### src/rtl/downsampler_4x.sv
// downsampler_4x: 4x4 box-average downsampler for a raster pixel stream, one pixel per cycle.
// Ports: clock, reset (sync, active-low), valid/data (input pixel), current_colcount/current_rowcount
// (position of next accepted pixel), dataout/validout (averaged pixel + one-cycle qualifier),
// frame_done (pulses with the last output of a frame).
module downsampler_4x #(
  parameter int NUMCOL = 800,
  parameter int NUMROW = 600
) (
  input  logic       clock,
  input  logic       reset,
  input  logic       valid,
  input  logic [7:0] data,
  output logic [9:0] current_colcount,
  output logic [9:0] current_rowcount,
  output logic [7:0] dataout,
  output logic       validout,
  output logic       frame_done
);
  localparam int NB = NUMCOL / 4;
  localparam int AW = NB > 1 ? $clog2(NB) : 1;
  localparam logic [9:0] COL_MAX = 10'(NUMCOL - 1);
  localparam logic [9:0] ROW_MAX = 10'(NUMROW - 1);
  logic [9:0] col_q, col_d, row_q, row_d, hacc_q, hacc_d;
  logic [7:0] dout_q, dout_d;
  logic vout_q, vout_d, fdone_q, fdone_d;
  logic [11:0] lbuf [NB];
  logic [11:0] entry, hsum, total, lb_wd;
  logic [AW-1:0] idx;
  logic col_last, row_last, c3, blk, lb_we;
  always_comb begin
    idx = AW'(col_q >> 2);
    entry = lbuf[idx];
    hsum = 12'(hacc_q) + 12'(data);
    total = entry + hsum;
    col_last = col_q == COL_MAX;
    row_last = row_q == ROW_MAX;
    c3 = valid && col_q[1:0] == 2'd3;
    blk = c3 && row_q[1:0] == 2'd3;
    col_d = valid ? (col_last ? '0 : col_q + 10'd1) : col_q;
    row_d = valid && col_last ? (row_last ? '0 : row_q + 10'd1) : row_q;
    hacc_d = valid ? (col_q[1:0] == 2'd0 ? 10'(data) : hacc_q + 10'(data)) : hacc_q;
    // Row 0 of each block band overwrites, so stale contents from a previous frame never leak in.
    lb_we = c3 && row_q[1:0] != 2'd3;
    lb_wd = row_q[1:0] == 2'd0 ? hsum : total;
    vout_d = blk;
    dout_d = blk ? total[11:4] : dout_q;
    fdone_d = blk && col_last && row_last;
  end
  always_ff @(posedge clock) begin
    if (!reset) begin
      col_q <= '0;
      row_q <= '0;
      hacc_q <= '0;
      dout_q <= '0;
      vout_q <= 1'b0;
      fdone_q <= 1'b0;
    end else begin
      col_q <= col_d;
      row_q <= row_d;
      hacc_q <= hacc_d;
      dout_q <= dout_d;
      vout_q <= vout_d;
      fdone_q <= fdone_d;
    end
  end
  always_ff @(posedge clock) begin
    if (reset && lb_we) lbuf[idx] <= lb_wd;
  end
  assign current_colcount = col_q;
  assign current_rowcount = row_q;
  assign dataout = dout_q;
  assign validout = vout_q;
  assign frame_done = fdone_q;
endmodule

### config.mk
export PLATFORM = sky130hd
export DESIGN_NAME = downsampler_4x
export DESIGN_NICKNAME = d
export VERILOG_FILES = /design/src/rtl/downsampler_4x.sv
export SDC_FILE = /design/constraint.sdc
export NUM_CORES = 2
export LEC_CHECK = 0
export CORE_MARGIN = 2
export CORE_UTILIZATION = 30
export CTS_CLUSTER_DIAMETER = 100
export DETAILED_ROUTE_END_ITERATION = 8
export GPL_ROUTABILITY_DRIVEN = 0
export PLACE_DENSITY_LB_ADDON = 0.15
export SETUP_SLACK_MARGIN = 0.5
export SYNTH_ARGS = -nofsm -noshare
export SYNTH_HDL_FRONTEND = slang
export SYNTH_SLANG_ARGS = --single-unit
### constraint.sdc
create_clock -name clock -period 27.9 [get_ports clock]
set_input_delay 5.58 -clock clock [delete_from_list [all_inputs] [get_ports clock]]
set_output_delay 5.58 -clock clock [all_outputs]
set_load 0.01 [all_outputs]
Yosys cells after proc, flatten, opt, wreduce, memory -nomap -nowiden
Memory sizes are Yosys's and may differ from the RTL's. A register that Yosys moved wholly into a read port is not among the register bits.
Cells that the tools add are included.

word-level totals
  input bits = 11
  memory bits (writable) = 2400
  bits in registers = 40
  memories kept = 1
  output and inout bits = 30
  word-level logic and storage cells = 34

operators by class
  reductions and logical operators = 9
  add/sub/neg operators = 5
  equal/unequal tests = 5
  muxes and demuxes = 8

memories
  name  words  bits a word  rd ports  clocked after memory_dff  wr ports  RTL line  text
  lbuf  200    12           1         1                         1         26        logic [11:0] lbuf [NB];

operator list
  cell                     number
  $mux W10                 3
  $add A10 B1 Y10 const B  2
  $eq A10 B10 Y1 const B   2
  $mux W8                  2
  $add A12 B11 Y12         1
  $mux W12                 1
  $add A10 B8 Y11          1
  $add A10 B8 Y10          1
  $logic_and A1 B1 Y1      7
  $eq A2 B2 Y1 const B     2
  $logic_not A2 Y1         2
  $mux W1                  2
  $ne A2 B2 Y1 const B     1

Longest topological paths before layout
  depth in word-level cells = 6
  gate-level depth with buffers = 22
  mapped depth without buffers = 18

Least setup slack after synthesis
Ideal clock, no wire load.

  kind = in2reg
  from = input data[0]
  to = memory lbuf[0][10], data pin
  arrival time = 15.847 ns
  path slack = 10.299 ns
  path buffers = 0
  library setup time = 1.754 ns
  data required time = 26.146 ns
  stages on the path = 16
  path through = ha_1 -> inv_1 -> fa_1 -> nor2b_1 -> o21ai_0 -> a21boi_0 -> o21ai_0 -> nand2_1 -> xor2_1 -> ha_1 -> or2_2 -> a21oi_1 -> a21oi_1 -> a31oi_1 -> xor2_1 -> o21ai_0

between the ends
  word-level cells in the longest chain between the ends = 3

RTL lines
  element              RTL line  text
  start: declaration   12        input logic [7:0] data,
  $add A10 B8 Y11 (*)  33        hsum = 12'(hacc_q) + 12'(data);
  $add A12 B11 Y12     34        total = entry + hsum;
  $mux W12 (*)         44        lb_wd = row_q[1:0] == 2'd0 ? hsum : total;
  via lb_wd[10]        27        logic [11:0] entry, hsum, total, lb_wd;
  end: declaration     26

Mark *: on every way through the listed nets, which the timed path passes. The rest lies on a longest branch.

Worst setup path after layout
  from = input data[0]
  to = memory lbuf[62][11], data pin

between the ends
  word-level cells in the longest chain between the ends = 3

RTL lines
  element           RTL line
  $add A10 B8 Y11   33
  $add A12 B11 Y12  34
  $mux W12          44
  via lb_wd[11]     27

The timed path passes the listed nets, and every way through them passes these cells.

==> results.md <==
* Worst hold stages at 2
* Seq pwr share at ~52%
* Worst VDD drop at 0.04296 mV
* Hold Fails Final Rpt at 0
* CTS root buffer: clkbuf_16
* Total gr overflow at 0
* Total Neg Setup Slack at 0 ps
* DIE AREA at 320500 sq um
* # fillers at 28900
* Detail Route Antenna Nets at 0
* Top-area cell type share of the netlist area at 76.03%
* Netlist cell types at 56
* HPWL Detailed at roughly 150000 microns
* Pwr Density at between 70 and 80 nW/um^2
* Die Width at approximately 570 microns
* Combinational share of power at 3.8%
* Hold Buf Count CTS at 0
* PostCTS Resize Cnt at 0
* Syn Inst Count at 4107
* Clk network pwr share at 43.9%
* Max-cap violations at 0
* CTS Buffer Depth at 4
* Core ar. at between 300000 and 400000 sq um
* Post-Syn Area at 94790 sq um
* Largest net degree at the start of global routing at 153
* Share of cells above drive strength 1 at 31.33%
* DRT iter0 DRCs at 4203
* Critical path launch point: data[0]
* Total Power at 8.001 mW
* Crit Path Class: in -> reg
* Setup violators final at 0
* Synth Flop Type: edfxtp_1
* DR pass1 iterations at 5
* Max frequency at ~90 MHz
* Synth Area per Inst at 23.08 sq um
* Final Cycle Share at about two fifths
* Run status: finished, final reports clean
* Setup slack, reg-to-reg at 17300 ps
* Max-slew violation count at 0
* Synth top area cells: edfxtp_1, mux4_2, nor2_1, dfxtp_1, clkbuf_1
* CTS buffer count at 280
* Last element of the critical path: lbuf[62][11]
* Post-CTS Setup Inserts at 0
* Clk_skew at 74.63 ps
* Critical path startpoint category: primary input
* CTS tree: built
* CTS clk-pin slew, worst paths at ~60 ps
* DR DRC count at 0
* Seq/Total Area, Yosys at 77.04%
* Clock net sink count at 2448
* Post-synth EDFFs at 2400
* Vias at 43860
* First-pass GRT wire length at ~370000 microns
* Worst EP required at 28410 ps
* Unrepaired setup endpoints after global routing: no
* Wire length per cell at 29.39 microns
* Net Sw Power at between 1.5 and 2 mW
* Setup crit end kind: flop
* PortBufs at 40
* Hold Path Class: reg -> reg
* Flops & latches, synth at 2448
* H-tree depth at 5
* Fin nets at 4478
* Slew @ Worst Pin at 1162 ps
* GRT Overall Usage at 15.98%
* Worst-skew pair later-pin latency at roughly 900 ps
* Switching Share at 21.94%
* Syn Nets at 4143
* Yosys top cell by area: edfxtp_1
* Yosys warning count at 0
* Min Tclk post-route at 11170 ps
* Slew headroom at 22.42%
* Pint at 6.246 mW
* CP arrival at 11680 ps
* Num ports at 41
* Post-Layout Cell Count at 8814
* Chip Height at 566.1 microns
* Worst-path maximum fanout at between 100 and 150
* Most numerous cell in the Yosys netlist: edfxtp_1
* Area growth from synthesis to layout at 16.39%
* Reg2Reg Depth at 22
* Number of global-route vias before repair at 45200
* Placed Instances at between 8000 and 9000
* R2r endpoint: lbuf[62][11]
* Fraction of registers with async set/reset at 0%
* Row count at 206
* Total wire length at ~260000 microns
* Leak at 31.16 nW
* Synth cell count leaders: edfxtp_1, mux4_2, nor2_1, clkbuf_1, nand2_1
* Via/cell ratio at about 5
* Post-route cell area at 110300 sq um
* Antenna violations before repair at 13
* Dpl cell area at slightly above 100000 sq um
* Initial Util at between 30 and 40%
[through the flow]
stage | util, % | hold WS [ps] | setup slack (ps)
detailed placement | 32.30 | 456.2 | 15820
floorplan | - | 466.5 | 10300
finish | 35.06 | 457.3 | 16730
global route | 35.06 | 473.9 | 16110
CTS | 35.05 | 463.9 | 16730
global placement | 32.30 | 447.9 | 15840
[worst max-delay path, stage by stage]
cell,delay [ps]
clkdlybuf4s50_1,480
ha_1,180
inv_1,60
fa_1,390
nor2b_1,120
o21ai_0,100
a21boi_0,320
o21ai_0,170
a21oi_1,270
a211oi_1,110
xnor2_1,300
ha_1,350
and4_1,170
a2111oi_0,700
o21bai_1,120
a21oi_1,230
xor2_1,140
nor2_4,130
buf_4,730
buf_4,810
[state kept, by name, indices dropped and copies added (netlist names), named ones only]
name / flops
lbuf: 2400
current_colcount: 10
current_rowcount: 10
hacc_q: 10
dataout: 8
frame_done: 1
validout: 1
[worst min-delay path by stage]
stage / from / slack [ps] / endpoint
after CTS: dataout[0] / 460 / dataout[0]
after global placement: dataout[0] / 450 / dataout[0]
after global routing: dataout[0] / 470 / dataout[0]
after floorplan: hacc_q[0] / 470 / hacc_q[0]
final: dataout[0] / 460 / dataout[0]
after detailed placement: dataout[0] / 460 / dataout[0]
[kinds of logic after synthesis]
| family | after synthesis | synth area share (%) |
|---|---|---|
| compound gates | 122 | 0.8118 |
| xor+xnor | 33 | 0.3049 |
| fa+ha+maj | 25 | 0.3458 |
| buf+inv | 250 | 1.127 |
| flops | 2448 | 77.04 |
| mux | 802 | 18.48 |
| simple gates | 427 | 1.888 |
[layer usage]
layer  wire length (microns)  share of wire (%)  GRT usage, %
met2                  121500                 47         25.06
met3                   13930                5.4         3.092
met4                    5234                2.0         3.493
met5                       0                  0             0
met1                  118400                 46         23.03
[power by group through the flow]
stage               Combinational (mW)  Sequential (mW)  Clock (mW)
floorplan                        0.152             4.33           0
CTS                              0.314             4.18        3.62
global placement                 0.303             4.26           0
detailed placement               0.315             4.26           0
finish                           0.302             4.19        3.51
global route                     0.338             4.18        3.76
[cell type report]
class / instances / area, sq um / area share [%]
diodes: 3 / 7.507 / 0.006804
clock buffers: 351 / 7380 / 6.689
clock inverters: 140 / 1287 / 1.167
inverters: 27 / 101.3 / 0.09186
multi-input cells: 1409 / 21010 / 19.05
flip-flops and latches: 2448 / 73050 / 66.21
well taps: 4160 / 5205 / 4.718
repair buffers: 276 / 2285 / 2.071
[placed cells by master (no fill, tap or decap), drive strengths merged, types with 3 or more instances in the layout]
cell / synthesis / routed
o21a: 4 / 4
o21ai: 28 / 28
inv: 26 / 40
clkinv: 1 / 107
o211ai: 3 / 3
a31oi: 10 / 10
clkdlybuf4s50: 0 / 40
nand2: 84 / 84
mux2i: 39 / 39
dfxtp: 48 / 48
or3: 3 / 3
nand3: 20 / 20
nor2: 265 / 265
ha: 23 / 23
and3: 7 / 7
mux4: 758 / 758
mux2: 5 / 5
edfxtp: 2400 / 2400
a211oi: 19 / 19
a21oi: 28 / 28
a21o: 5 / 5
buf: 104 / 236
a22oi: 4 / 4
o22ai: 6 / 6
nor4: 3 / 3
clkinvlp: 0 / 7
bufinv: 0 / 13
nor2b: 14 / 14
nand2b: 3 / 3
nor3: 6 / 6
a2111oi: 3 / 3
xnor2: 14 / 14
xor2: 19 / 19
clkbuf: 119 / 351
diode: 0 / 3
nand4: 8 / 8
(Power assumes the default switching activity.)
